File: src/rtl/vc_compare.sv
// vc_compare: combinational response compare, masked by care bits when VECTOR_CHECKER_MASK_EN is defined
module vc_compare #(
  parameter int OUT_W = 55
) (
  input  logic [OUT_W-1:0] got,
  input  logic [OUT_W-1:0] expected,
`ifdef VECTOR_CHECKER_MASK_EN
  input  logic [OUT_W-1:0] care,
`endif
  output logic             mismatch
);
`ifdef VECTOR_CHECKER_MASK_EN
  assign mismatch = |((got ^ expected) & care);
`else
  assign mismatch = got != expected;
`endif
endmodule

File: config.mk
export PLATFORM = sky130hd
export DESIGN_NAME = vc_compare
export DESIGN_NICKNAME = d
export VERILOG_FILES = /design/src/rtl/vc_compare.sv
export SDC_FILE = /design/constraint.sdc
export NUM_CORES = 1
export LEC_CHECK = 0
export ABC_AREA = 1
export CORE_MARGIN = 5
export CORE_UTILIZATION = 33
export DETAILED_ROUTE_END_ITERATION = 10
export PLACE_DENSITY = 0.88
export SLEW_MARGIN = 15
export SYNTH_ARGS = -nofsm -noshare
export SYNTH_HDL_FRONTEND = slang
export SYNTH_SLANG_ARGS = --single-unit
File: constraint.sdc
create_clock -name vclk -period 1.99
set_input_delay 0.2985 -clock vclk [all_inputs]
set_output_delay 0.2985 -clock vclk [all_outputs]
set_load 0.02 [all_outputs]
# Word-level counts from Yosys, hierarchy flattened
# Index checks and enable logic that the tools add are counted.
# Widths: inputs -> output; s select.
[word_totals]
output_inout_bits = 1
ff_bits = 0
inputBits = 110
[op_classes]
eq_ne = 1
[ops]
columns = ["operator", "count"]
rows = [
  ["$ne 55x55->1", 1],
]

# Longest topological paths before layout
# Gate-level depths: netlist of the first run.
[depth]
ltp_word = 1
ltp_mapped = 9

# Worst setup path after synthesis of the first run
# OpenSTA, ideal clock, no wires.
[synth_path]
path_type = "input to output"
startpoint = "input expected[24]"
endpoint = "output mismatch"
arrival_time_ns = 0.897
t_required_ns = 1.691
cell_stages = 9
n_path_buf = 0
path_slack_ns = 0.794
path_cell_list = "inv_1 nand2_1 nand2_1 nor2_1 nand2_1 nor2_1 nand2_1 nor2_1 nand2_1"
[synth_between]
elab_chain_len = 1
[synth_lines]
columns = ["element", "line", "text"]
rows = [
  ["start, declared", "6", "input logic [OUT_W-1:0] expected,"],
  ["$ne 55x55->1", "15", "assign mismatch = got != expected;"],
  ["end, declared", "10", "output logic mismatch"],
]
# No other way between the ends.

# Worst setup path in the final report of the first run
[layout_path]
startpoint = "input got[2]"
endpoint = "output mismatch"
[layout_between]
elab_chain_len = 1
[layout_lines]
columns = ["element", "line", "text"]
rows = [
  ["start, declared", "5", "input logic [OUT_W-1:0] got,"],
  ["$ne 55x55->1", "15", ""],
]
# No other way between the ends.

==> results.sh, run 1 <==
export IMPL_status="finished, final reports clean"
export IMPL_yosysTopAreaCellShare_pct=42.5
export IMPL_hp_class="input pin to output port"
export IMPL_multi_input_area_um2=800
export IMPL_ir_drop_mv=0.0936
export IMPL_fp_dieH_um=66.9
export IMPL_layout_drive_gt1_share_pct=0.785
export IMPL_fin_crit_sh_pct=94.4
export IMPL_wl_per_cell_um=8.57
export IMPL_synth_top_family_by_area="simple AND/OR/NAND/NOR gates"
export IMPL_setup_violations=0
export IMPL_max_freq_mhz=532
export IMPL_stdcell_area_um2=2250
export IMPL_path_class="input pin to output port"
export IMPL_ff_latch_area_um2=0
export IMPL_ys_types=6
export IMPL_diodes=0
export IMPL_port_buffers=111
export IMPL_yosys_area_top_type="nand2_1"
export IMPL_grt_pass1_vias=1577
export IMPL_synth_area_um2=1070
export IMPL_drv_slew=0
export IMPL_vias_per_cell=4.07
export IMPL_synth_xor_area_share_pct=8.20
export IMPL_core_area_um2=3080
export IMPL_startpoint_type="input pin"
export IMPL_area_growth_pct=111
export IMPL_grt_max_degree=3
export IMPL_rows=20
export IMPL_cap_viol_max_count=0
export IMPL_post_cts_buffers=0
export IMPL_clkbuf_count=0
export IMPL_drt_pass1_iterations=4
export IMPL_synth_cells=271
export IMPL_start_util_pct=34.7
export IMPL_crit_path_end_kind="output port"
export IMPL_vias=1734
export IMPL_wl_um=3650
export IMPL_path_max_fanout=2
export IMPL_leakagePower_nw=1.34
export IMPL_max_slew_margin_pct=90.5
export IMPL_yosys_area_share_simple_pct=66.2
export IMPL_dpl_cell_area_um2=2230
export IMPL_n_fill_cell=296
export IMPL_hpwlAfterDp_um=3510
export IMPL_crit_arrival_ns=1.58
export IMPL_io_pins=111
export IMPL_synth_compound_area_share_pct=0
export IMPL_seq_cells=0
export IMPL_synth_area_leaders="nand2_1 43%, inv_1 26%, nor2_1 23%"
export IMPL_grtUsageTotal_pct=15.5
export IMPL_tightest_slew_ns=0.142
export IMPL_finalSetupTns_ns=0
export IMPL_grt_pass1_wl_um=5630
export IMPL_timing_final_hold_violations=0
export IMPL_antenna_found_initial=0
export IMPL_required_ns=1.69
export IMPL_synth_yosys_seq_area_share_pct=0
export IMPL_dieArea_um2=4480
export IMPL_drc=0
export IMPL_gp_congestion=0.714
export IMPL_drtAntennaViolNets=0
export IMPL_syn_nets=381
export IMPL_yosysWarnings=0
export IMPL_power_density_nw_per_um2=171
export IMPL_period_minus_slack_ns=1.88
export IMPL_final_net_count=494
export IMPL_die_w_um=66.9
export IMPL_grt_overflow_total=0
export IMPL_drt_first_iter_violations=24
export IMPL_synth_area_mux_share_pct=0
export IMPL_synth_adder_area_share_pct=0
export IMPL_avgSynthCellArea_um2=3.94
[synthesized netlist by cell type (all sizes together)]
cell   instances
xnor2          9
inv           73
xor2           1
nor2          66
nand2        121
nand3          1
[placed cells by master, fill, tap and decap left out, drive strengths merged]
| cell type | n |
|---|---|
| nand3 | 1 |
| buf | 1 |
| inv | 73 |
| nand2 | 121 |
| xnor2 | 9 |
| xor2 | 1 |
| dlymetal6s2s | 4 |
| nor2 | 66 |
| clkdlybuf4s50 | 106 |
[layout make-up]
cell class | count | share of cell area [%]
Multi-Input combinational cell | 198 | 35.5
Tap cell | 44 | 2.45
Inverter | 73 | 12.2
Timing Repair Buffer | 111 | 49.9
[path summary, 6_finish.rpt]
check | start | endpoint | slack [ns] | cells after the start
setup / recovery | got[2] | mismatch | 0.11 | 11
hold / removal | expected[0] | mismatch | 1.23 | 10
[metal layers]
metal	track usage (%)	up-vias	wire length [µm]
met5	0	-	0
met4	0	0	0
met3	6.41	0	547
met2	34.8	66	1920
met1	12.5	692	1190
li1	-	976	-
[critical path, cell delays in order]
cell and delay (ns):
clkdlybuf4s50_1 0.48, inv_1 0.04, nand2_1 0.05, nand2_1 0.05, nor2_1 0.10, nand2_1 0.06, nor2_1 0.10, nand2_1 0.08
nor2_2 0.12, nand2_1 0.07, buf_6 0.13
[kinds of logic after synthesis]
logic type,after synthesis
buffers and inverters,73
XOR/XNOR,10
AND/OR/NAND/NOR,188
[stage by stage]
step	power [W]	worst slack (ns)	hold WS [ns]	std cells	utilization (%)
6_report	0.000385	0.111	1.23	426	73.1
5_1_grt	0.000431	-0.00473	1.34	426	73.1
4_1_cts	0.000389	0.0766	1.52	426	72.4
3_5_place_dp	0.000388	-0.320	1.98	426	72.6
3_3_place_gp	0.000377	-0.308	1.97	426	72.6
2_1_floorplan	0.000133	0.794	0.939	271	-
[power by group]
group / switching [W] / internal [W]
combinational: 0.000129 / 0.000256
clock: 0 / 0
sequential: 0 / 0
total: 0.000129 / 0.000256
[timing repair]
item	in CTS	in global routing
resized for setup	4	9
hold buffers	0	0
setup endpoints to repair	1	1
pin swaps	0	10
No activity file was read; power rests on OpenSTA's default activity.
==> run 2: changes to the inputs <==
==> constraint.sdc (replaced) <==
create_clock -name vclk -period 1.99
set_input_delay 0.2985 -clock vclk [all_inputs]
set_output_delay 0.2985 -clock vclk [all_outputs]
set_load 0.005 [all_outputs]
==> results.sh, run 2 (synthesis results as in run 1) <==
export IMPL_status="finished, final reports clean"
export IMPL_setup_ws_ns=0.147
export IMPL_timing_final_hold_violations=0
export IMPL_hold_depth=10
export IMPL_final_net_count=494
export IMPL_vias=1720
export IMPL_path_class="input pin to output port"
export IMPL_worstHoldEndpoint="mismatch"
export IMPL_layout_drive_gt1_share_pct=1.05
export IMPL_crit_path_end_kind="output port"
export IMPL_hold_buffers=0
export IMPL_min_from="expected[0]"
export IMPL_path_max_fanout=2
export IMPL_max_slew_margin_pct=90.5
export IMPL_grt_overflow_total=0
export IMPL_drc=0
export IMPL_grt_max_degree=3
export IMPL_grt_pass1_vias=1551
export IMPL_wl_per_cell_um=8.49
export IMPL_drv_slew=0
export IMPL_fin_crit_sh_pct=92.6
export IMPL_max_freq_mhz=542
export IMPL_gp_congestion=0.714
export IMPL_hpwlAfterDp_um=3460
export IMPL_dpl_worst_slack_ns=-0.238
export IMPL_drt_first_iter_violations=27
export IMPL_crit_arrival_ns=1.54
export IMPL_drtAntennaViolNets=0
export IMPL_ff_latch_area_um2=0
export IMPL_seq_cells=0
export IMPL_wl_um=3620
export IMPL_diodes=0
export IMPL_fp_dieH_um=66.9
export IMPL_die_w_um=66.9
export IMPL_grt_pass1_wl_um=5570
export IMPL_required_ns=1.69
export IMPL_power_density_nw_per_um2=171
export IMPL_mostFrequentLayoutCells="121 x nand2_1, 105 x clkdlybuf4s50_1, 73 x inv_1"
export IMPL_clkbuf_count=0
export IMPL_start_util_pct=34.7
export IMPL_cap_viol_max_count=0
export IMPL_dieArea_um2=4480
export IMPL_post_cts_buffers=0
export IMPL_grtUsageTotal_pct=15.3
export IMPL_port_buffers=111
export IMPL_io_pins=111
export IMPL_hp_class="input pin to output port"
export IMPL_setup_violations=0
export IMPL_leakagePower_nw=1.35
export IMPL_drt_pass1_iterations=4
export IMPL_period_minus_slack_ns=1.84
export IMPL_final_common_cell="nand2_1"
export IMPL_vias_per_cell=4.04
export IMPL_core_area_um2=3080
export IMPL_ir_drop_mv=0.0964
export IMPL_dpl_cell_area_um2=2230
export IMPL_tightest_slew_ns=0.142
export IMPL_rsz0062_at_grt="false"
export IMPL_rows=20
export IMPL_antenna_found_initial=0
export IMPL_area_growth_pct=111
export IMPL_stdcell_area_um2=2250
export IMPL_startpoint_type="input pin"
export IMPL_finalSetupTns_ns=0
run 2: cell type report:
cell class | instances | area [µm²]
multi-input combinational | 198 | 802
tap | 44 | 55.1
fill | 293 | 828
timing repair buffer | 111 | 1120
inverter | 73 | 274
run 2: worst max path at each step:
stage | from | endpoint | slack [ns] | cells after the start
2_1_floorplan | expected[24] | mismatch | 0.87 | 9
3_3_place_gp | got[2] | mismatch | -0.22 | 11
3_5_place_dp | got[2] | mismatch | -0.24 | 11
4_1_cts | expected[3] | mismatch | 0.09 | 11
5_1_grt | expected[5] | mismatch | 0.001 | 11
6_report | expected[3] | mismatch | 0.15 | 11
run 2: per-layer routing:
| layer | part of all wire (%) | wire (µm) | GRT usage (%) |
|---|---|---|---|
| met5 | 0 | 0 | 0 |
| met4 | 0 | 0 | 0 |
| met3 | 15 | 550 | 6.24 |
| met2 | 52 | 1870 | 33.9 |
| met1 | 33 | 1200 | 12.8 |
run 2: report_power, final:
part	switching (W)	total, W	internal (W)
clock network	0	0	0
logic	0.000130	0.000385	0.000255
registers	0	0	0
run 2: worst max-delay path, cell delays in order:
cell             delay, ns
clkdlybuf4s50_1       0.49
inv_1                 0.05
nand2_1               0.05
nand2_1               0.04
nor2_1                0.11
nand2_1               0.06
nor2_1                0.09
nand2_1               0.08
nor2_2                0.10
nand2_1               0.05
buf_2                 0.13
run 2: what timing repair did:
item                       4_1_cts  5_1_grt
gates resized for setup          4        8
setup endpoints to repair        1        1
pin swaps                        2        7
run 2: through the flow:
stage	util (%)	hold slack, ns	instances	power (W)
global placement	72.6	1.87	426	0.000377
floorplan	-	0.846	271	0.000133
detailed placement	72.6	1.88	426	0.000388
CTS	72.4	1.47	426	0.000389
global route	73.1	1.32	426	0.000430
finish	73.1	1.21	426	0.000385
==> run 3: changes to the inputs <==
--- a/config.mk
+++ b/config.mk
@@ -10,6 +10,7 @@
 export CORE_UTILIZATION = 33
 export DETAILED_ROUTE_END_ITERATION = 10
 export PLACE_DENSITY = 0.88
+export REMOVE_ABC_BUFFERS = 1
 export SLEW_MARGIN = 15
 export SYNTH_ARGS = -nofsm -noshare
 export SYNTH_HDL_FRONTEND = slang
==> results of run 3 <==
No change in the layout: final DEF, timing and power equal those of run 2.
